--- config.mk ---
export PLATFORM = sky130hd
export DESIGN_NAME = rtc_time_ctrl_flat
export DESIGN_NICKNAME = d
export VERILOG_FILES = /design/src/rtl/rtc_time_ctrl_if.sv /design/src/rtl/rtc_time_ctrl.sv /design/src/flat_wrapper.sv
export SDC_FILE = /design/constraint.sdc
export NUM_CORES = 1
export LEC_CHECK = 0
export CAP_MARGIN = 40
export CORE_MARGIN = 2
export CORE_UTILIZATION = 35
export DETAILED_ROUTE_END_ITERATION = 16
export GPL_TIMING_DRIVEN = 1
export PLACE_DENSITY = 0.56
export REMOVE_ABC_BUFFERS = 1
export SLEW_MARGIN = 20
export SYNTH_ARGS = -nofsm -noshare
export SYNTH_HDL_FRONTEND = slang
export SYNTH_SLANG_ARGS = --single-unit
--- constraint.sdc ---
create_clock -name i_clk -period 3.1 [get_ports i_clk]
set_input_delay 0.31 -clock i_clk [delete_from_list [all_inputs] [get_ports i_clk]]
set_output_delay 0.31 -clock i_clk [all_outputs]
set_load 0.1 [all_outputs]
--- src/rtl/rtc_time_ctrl_if.sv ---
// Software time-set handshake: level request with load values, one-cycle ack back.
interface rtc_time_ctrl_if;
    logic       i_sw_req;
    logic [7:0] i_sw_sec;
    logic [7:0] i_sw_min;
    logic [7:0] i_sw_hour;
    logic       o_sw_ack;

    modport master (
        output i_sw_req,
        output i_sw_sec,
        output i_sw_min,
        output i_sw_hour,
        input  o_sw_ack
    );

    modport slave (
        input  i_sw_req,
        input  i_sw_sec,
        input  i_sw_min,
        input  i_sw_hour,
        output o_sw_ack
    );
endinterface

--- src/rtl/rtc_time_ctrl.sv ---
// RTC time-of-day controller: prescaled tenth-second counting, software load
// handshake, front-panel adjust buttons and hour:minute alarm.
module rtc_time_ctrl #(
    parameter int unsigned TICK_DIV = 10_000_000
) (
    input  logic               i_clk,
    input  logic               i_reset,
    input  logic               i_run,
    rtc_time_ctrl_if.slave     sw,
    input  logic               i_adj_min,
    input  logic               i_adj_hour,
    input  logic               i_alarm_en,
    input  logic [7:0]         i_alarm_min,
    input  logic [7:0]         i_alarm_hour,
    output logic [7:0]         o_msec,
    output logic [7:0]         o_sec,
    output logic [7:0]         o_min,
    output logic [7:0]         o_hour,
    output logic               o_tick,
    output logic               o_alarm,
    output logic               o_busy
);

    localparam int unsigned PW = $clog2(TICK_DIV);
    localparam logic [PW-1:0] PRESC_LAST = PW'(TICK_DIV - 1);

    typedef enum logic [1:0] {
        ST_RUN      = 2'd0,
        ST_LOAD     = 2'd1,
        ST_WAIT_REL = 2'd2
    } state_e;

    state_e        state_q, state_d;
    logic [PW-1:0] presc_q, presc_d;
    logic [7:0]    msec_q, msec_d;
    logic [7:0]    sec_q, sec_d;
    logic [7:0]    min_q, min_d;
    logic [7:0]    hour_q, hour_d;
    logic          tick_q, tick_d;
    logic          alarm_q, alarm_d;
    logic          ack_q, ack_d;
    logic          busy_q, busy_d;

    logic [7:0]    inc_msec, inc_sec, inc_min, inc_hour;
    logic [7:0]    sat_sec, sat_min, sat_hour;
    logic          alarm_hit;
    logic          count_en;

    // Full carry chain for one tenth-of-second increment
    always_comb begin
        inc_msec = msec_q;
        inc_sec  = sec_q;
        inc_min  = min_q;
        inc_hour = hour_q;
        if (msec_q == 8'd9) begin
            inc_msec = 8'd0;
            if (sec_q == 8'd59) begin
                inc_sec = 8'd0;
                if (min_q == 8'd59) begin
                    inc_min  = 8'd0;
                    inc_hour = (hour_q == 8'd23) ? 8'd0 : hour_q + 8'd1;
                end else begin
                    inc_min = min_q + 8'd1;
                end
            end else begin
                inc_sec = sec_q + 8'd1;
            end
        end else begin
            inc_msec = msec_q + 8'd1;
        end
    end

    // Out-of-range load values clamp to the field maximum
    always_comb begin
        sat_sec  = (sw.i_sw_sec  > 8'd59) ? 8'd59 : sw.i_sw_sec;
        sat_min  = (sw.i_sw_min  > 8'd59) ? 8'd59 : sw.i_sw_min;
        sat_hour = (sw.i_sw_hour > 8'd23) ? 8'd23 : sw.i_sw_hour;
    end

    // Alarm only evaluated against the post-increment time; range errors never match
    always_comb begin
        alarm_hit = i_alarm_en
                 && (inc_hour == i_alarm_hour)
                 && (inc_min  == i_alarm_min)
                 && (inc_sec  == 8'd0)
                 && (inc_msec == 8'd0);
    end

    // Next-state and datapath
    always_comb begin
        state_d  = state_q;
        presc_d  = presc_q;
        msec_d   = msec_q;
        sec_d    = sec_q;
        min_d    = min_q;
        hour_d   = hour_q;
        tick_d   = 1'b0;
        alarm_d  = 1'b0;
        ack_d    = 1'b0;
        count_en = 1'b0;

        unique case (state_q)
            ST_RUN: begin
                if (sw.i_sw_req) begin
                    state_d  = ST_LOAD;
                    count_en = i_run;
                end else if (i_adj_min || i_adj_hour) begin
                    // Buttons override a coincident tick and restart the second
                    if (i_adj_min) begin
                        min_d = (min_q == 8'd59) ? 8'd0 : min_q + 8'd1;
                    end
                    if (i_adj_hour) begin
                        hour_d = (hour_q == 8'd23) ? 8'd0 : hour_q + 8'd1;
                    end
                    sec_d   = 8'd0;
                    msec_d  = 8'd0;
                    presc_d = '0;
                end else begin
                    count_en = i_run;
                end
            end
            ST_LOAD: begin
                sec_d   = sat_sec;
                min_d   = sat_min;
                hour_d  = sat_hour;
                msec_d  = 8'd0;
                presc_d = '0;
                ack_d   = 1'b1;
                state_d = ST_WAIT_REL;
            end
            ST_WAIT_REL: begin
                if (!sw.i_sw_req) begin
                    state_d = ST_RUN;
                end
            end
            default: begin
                state_d = ST_RUN;
            end
        endcase

        if (count_en) begin
            if (presc_q == PRESC_LAST) begin
                presc_d = '0;
                msec_d  = inc_msec;
                sec_d   = inc_sec;
                min_d   = inc_min;
                hour_d  = inc_hour;
                tick_d  = 1'b1;
                alarm_d = alarm_hit;
            end else begin
                presc_d = presc_q + PW'(1);
            end
        end

        busy_d = (state_d != ST_RUN);
    end

    // State and output registers
    always_ff @(posedge i_clk) begin
        if (i_reset) begin
            state_q <= ST_RUN;
            presc_q <= '0;
            msec_q  <= 8'd0;
            sec_q   <= 8'd0;
            min_q   <= 8'd0;
            hour_q  <= 8'd0;
            tick_q  <= 1'b0;
            alarm_q <= 1'b0;
            ack_q   <= 1'b0;
            busy_q  <= 1'b0;
        end else begin
            state_q <= state_d;
            presc_q <= presc_d;
            msec_q  <= msec_d;
            sec_q   <= sec_d;
            min_q   <= min_d;
            hour_q  <= hour_d;
            tick_q  <= tick_d;
            alarm_q <= alarm_d;
            ack_q   <= ack_d;
            busy_q  <= busy_d;
        end
    end

    assign o_msec      = msec_q;
    assign o_sec       = sec_q;
    assign o_min       = min_q;
    assign o_hour      = hour_q;
    assign o_tick      = tick_q;
    assign o_alarm     = alarm_q;
    assign o_busy      = busy_q;
    assign sw.o_sw_ack = ack_q;

endmodule

--- src/flat_wrapper.sv ---
// flat-port wrapper written by rule: the top's interface ports become plain ports
module rtc_time_ctrl_flat 
#(
    parameter int unsigned TICK_DIV = 10_000_000
)
  (i_clk, i_reset, i_run, i_adj_min, i_adj_hour, i_alarm_en, i_alarm_min, i_alarm_hour, o_msec, o_sec, o_min, o_hour, o_tick, o_alarm, o_busy, sw_i_sw_req, sw_i_sw_sec, sw_i_sw_min, sw_i_sw_hour, sw_o_sw_ack);
  rtc_time_ctrl_if sw_i ();
  input  logic i_clk;
  input  logic i_reset;
  input  logic i_run;
  input  logic i_adj_min;
  input  logic i_adj_hour;
  input  logic i_alarm_en;
  input  logic [7:0] i_alarm_min;
  input  logic [7:0] i_alarm_hour;
  output logic [7:0] o_msec;
  output logic [7:0] o_sec;
  output logic [7:0] o_min;
  output logic [7:0] o_hour;
  output logic o_tick;
  output logic o_alarm;
  output logic o_busy;
  input wire logic [$bits(sw_i.i_sw_req)-1:0] sw_i_sw_req;
  input wire logic [$bits(sw_i.i_sw_sec)-1:0] sw_i_sw_sec;
  input wire logic [$bits(sw_i.i_sw_min)-1:0] sw_i_sw_min;
  input wire logic [$bits(sw_i.i_sw_hour)-1:0] sw_i_sw_hour;
  output wire logic [$bits(sw_i.o_sw_ack)-1:0] sw_o_sw_ack;
  assign sw_i.i_sw_req = sw_i_sw_req;
  assign sw_i.i_sw_sec = sw_i_sw_sec;
  assign sw_i.i_sw_min = sw_i_sw_min;
  assign sw_i.i_sw_hour = sw_i_sw_hour;
  assign sw_o_sw_ack = sw_i.o_sw_ack;
  rtc_time_ctrl #(.TICK_DIV(TICK_DIV)) u_core (.i_clk(i_clk), .i_reset(i_reset), .i_run(i_run), .sw(sw_i), .i_adj_min(i_adj_min), .i_adj_hour(i_adj_hour), .i_alarm_en(i_alarm_en), .i_alarm_min(i_alarm_min), .i_alarm_hour(i_alarm_hour), .o_msec(o_msec), .o_sec(o_sec), .o_min(o_min), .o_hour(o_hour), .o_tick(o_tick), .o_alarm(o_alarm), .o_busy(o_busy));
endmodule
==> flow_metrics.env <==
export IMPL_report_final_hold_viol_count=0
export IMPL_power_switching_mw=0.726
export IMPL_num_rows=40
export IMPL_setup_viol=0
export IMPL_gp_congestion=0.913
export IMPL_clock_latency_ps=340
export IMPL_grt_pass1_wl_um=23900
export IMPL_fin_worst_skew_ps=7.93
export IMPL_slew_headroom=0.439
export IMPL_synth_fa_ha_area_frac=0.0174
export IMPL_cts_hold_buf=0
export IMPL_dr_pass1_iters=5
export IMPL_r2r_start="u_core.o_msec[1]$_SDFF_PP0_"
export IMPL_final_core_util=0.481
export IMPL_fin_area_sq_mm=0.00580
export IMPL_combPwrFrac=0.190
export IMPL_area_growth_pct=34.0
export IMPL_pwr_share_clk=0.475
export IMPL_synth_enable_flop_cells=0
export IMPL_hpwl_um=10800
export IMPL_fin_crit_ps=2880
export IMPL_layout_nets=726
export IMPL_worstPathRequired_ps=3340
export IMPL_first_iter_violations=431
export IMPL_drc=0
export IMPL_vias=4924
export IMPL_avgRoutedWirePerCell_um=17.5
export IMPL_drv_cap=0
export IMPL_dp_worst_setup_slack_ps=95.5
export IMPL_setup_worst_path_end_class="flip-flop"
export IMPL_grt_pass1_vias=4588
export IMPL_ys_top_cells_by_area="dfxtp_1 (29%), nor2_1 (5.6%), a21oi_1 (4.9%), o21ai_0 (4.7%), nand2_1 (4.1%)"
export IMPL_worst_pin_slew_ps=840
export IMPL_outcome="complete, no violations"
export IMPL_fin_crit_sh=0.930
export IMPL_ys_seq_area_frac=0.287
export IMPL_placement_io_buffers=82
export IMPL_avgSynthCellArea_sq_um=7.45
export IMPL_clkSinkCount=62
export IMPL_die_area_sq_mm=0.0133
export IMPL_ys_seq_elements=62
export IMPL_path_class="flip-flop to flip-flop"
export IMPL_totalWireLength_um=14800
export IMPL_cp_max_fo=16
export IMPL_synthesis_area_sq_mm=0.00433
export IMPL_swShare=0.287
export IMPL_vdd_drop_max_mv=0.218
export IMPL_antenna_found_initial=0
export IMPL_cts_tree="done"
export IMPL_ys_flop_type="dfxtp_1"
export IMPL_fmax_mhz=347
export IMPL_layout_drive_gt1_share=0.156
export IMPL_start_kind="flip-flop"
export IMPL_die_w_um=115
export IMPL_place_area_sq_mm=0.00543
export IMPL_synth_warnings=0
export IMPL_setup_tns_ps=0
export IMPL_arrival_ps=3120
export IMPL_synth_top_family_by_area="simple AND/OR/NAND/NOR gates"
export IMPL_synthMuxAreaShare=0.00723
export IMPL_clockRootBuffer="clkbuf_16"
export IMPL_seq_power_share=0.335
export IMPL_power_mw=2.53
export IMPL_ys_async_sr_fraction=0
export IMPL_layout_setup_ws_ps=216
export IMPL_grt_use_total=0.228
export IMPL_r2r_end="u_core.o_alarm$_SDFF_PP0_"
export IMPL_num_antenna_cells=0
export IMPL_grt_max_degree=36
export IMPL_clk_pin_slew_ps=60
export IMPL_synth_top_area_frac=0.287
export IMPL_synth_cells=581
export IMPL_rsz0062_at_grt="no"
export IMPL_ios=83
export IMPL_holdPathEnd="u_core.o_sec[6]$_SDFF_PP0_"
export IMPL_fillerInstances=1135
export IMPL_postRouteAntennaNets=0
export IMPL_start_util=0.359
export IMPL_synthXorXnorAreaFrac=0.0587
export IMPL_vias_per_cell=5.82
export IMPL_die_h_um=115
export IMPL_hp_start="i_reset"
export IMPL_powerDensity_mw_per_mm2=436
export IMPL_leakage_nw=2.05
export IMPL_synth_most_common_cell="nor2_1"
export IMPL_whs_path_depth=2
export IMPL_gr_total_overflow=0
export IMPL_r2r_slack_ps=220
export IMPL_synthTopCellsByCount="nor2_1 (65), dfxtp_1 (62), nand2_1 (47)"
export IMPL_synth_top_cell_by_area="dfxtp_1"
export IMPL_ff2ff_path_depth=10
export IMPL_core_sq_mm=0.0121
export IMPL_synth_compound_area_share=0.284
export IMPL_p_int_mw=1.80
export IMPL_synth_cell_types=70
export IMPL_cts_max_path_buffers=2
export IMPL_yosys_area_share_simple=0.303
export IMPL_numCtsBuffers=9
export IMPL_htreeDepth=3
export IMPL_hold_class="input pin to flip-flop"
export IMPL_drv_slew=0
==> layout by cell type, fill, tap and decap left out, types with 3 or more instances in the layout <==
cell type        netlist  final
a41oi_1                3      3
nor2_1                65     65
a211oi_1              23     23
buf_4                  0     62
o31ai_1                5      5
a221oi_1               7      7
nand3_1               28     28
a22oi_1                7      7
inv_1                 11     10
or3_1                  6      6
xnor2_1               12     12
nand2_1               47     47
nand4_1               14     14
and3_1                14     14
nor4_1                 6      6
or2_2                  3      3
nand3b_1               4      4
a31oi_1               11     11
ha_1                   6      6
a21o_1                 4      4
xor2_1                17     17
o21ai_0               41     41
a311oi_1              10     10
and2_1                 6      6
dfxtp_1               62     60
clkdlybuf4s50_1        0     49
clkbuf_16              0      9
a21oi_1               42     42
nor3_1                28     28
bufinv_16              0      3
buf_8                  0      3
nor2b_1                6      6
o211ai_1               7      7
or4_1                  4      3
==> area by class of cell <==
type | count | area (sq um) | area share
well taps | 168 | 210 | 0.0363
flip-flops and latches | 62 | 1240 | 0.215
clock inverters | 5 | 106 | 0.0183
inverters | 11 | 41.3 | 0.00712
clock buffers | 11 | 243 | 0.0419
multi-input cells | 473 | 2920 | 0.504
repair buffers | 116 | 1030 | 0.178
==> routing by layer <==
layer  part of all wire  track usage
met5                  0            0
met4              0.025       0.0964
met3              0.060       0.0427
met2               0.44        0.350
met1               0.48        0.315
==> state kept, by name, indices dropped and copies added (netlist names), 2 cells and up <==
register	flops
u_core.state_q	2
u_core.o_min	8
u_core.o_hour	8
u_core.o_msec	8
u_core.presc_q	24
u_core.o_sec	8
==> worst max-delay path: stages, from the launching register on <==
cell	delay, ps
dfxtp_2	350
inv_2	60
ha_1	130
nor4b_4	350
and4_2	360
buf_4	250
mux2i_1	280
xnor2_1	100
a2111oi_0	420
nand4_1	170
a2111oi_2	290
==> metrics by stage <==
| stage | std cells | hold WS (ps) |
|---|---|---|
| finish | 846 | 480 |
| global route | 846 | 513 |
| CTS | 845 | 479 |
| detailed placement | 829 | 488 |
| global placement | 825 | 477 |
| floorplan | 546 | 379 |
==> logic make-up after synthesis <==
kind of cell / Yosys count
AO/OA/AOI/OAI: 185
XOR/XNOR: 29
adder cells (fa/ha/maj): 6
buffers and inverters: 46
flip-flops: 62
multiplexers: 3
AND/OR/NAND/NOR: 250
==> power by group through the flow <==
stage,logic (mW),clock network [mW],registers (mW)
after floorplan,0.154,0,0.986
final,0.480,1.20,0.847
after detailed placement,0.474,0,0.863
after global routing,0.511,1.25,0.850
after CTS,0.476,1.22,0.846
after global placement,0.464,0,0.864
==> how the worst max path moves through the flow <==
| stage | startpoint | to | slack (ps) | cells after the start |
|---|---|---|---|---|
| after global routing | u_core.o_min[0]$_SDFF_PP0_ | u_core.o_alarm$_SDFF_PP0_ | 6 | 8 |
| after CTS | u_core.o_msec[1]$_SDFF_PP0_ | u_core.o_alarm$_SDFF_PP0_ | 90 | 10 |
| after detailed placement | u_core.o_msec[1]$_SDFF_PP0_ | u_core.o_alarm$_SDFF_PP0_ | 100 | 8 |
| final | u_core.o_msec[1]$_SDFF_PP0_ | u_core.o_alarm$_SDFF_PP0_ | 220 | 10 |
| after floorplan | u_core.o_msec[0]$_SDFF_PP0_ | u_core.o_alarm$_SDFF_PP0_ | -580 | 8 |
| after global placement | u_core.o_msec[1]$_SDFF_PP0_ | u_core.o_alarm$_SDFF_PP0_ | 190 | 8 |
==> what timing repair did <==
| action | 4_1_cts | 5_1_grt |
|---|---|---|
| resized for setup | 0 | 7 |
| setup endpoints to repair | 0 | 1 |
| setup buffers | 0 | 1 |
Power figures use the tool's default switching activity.
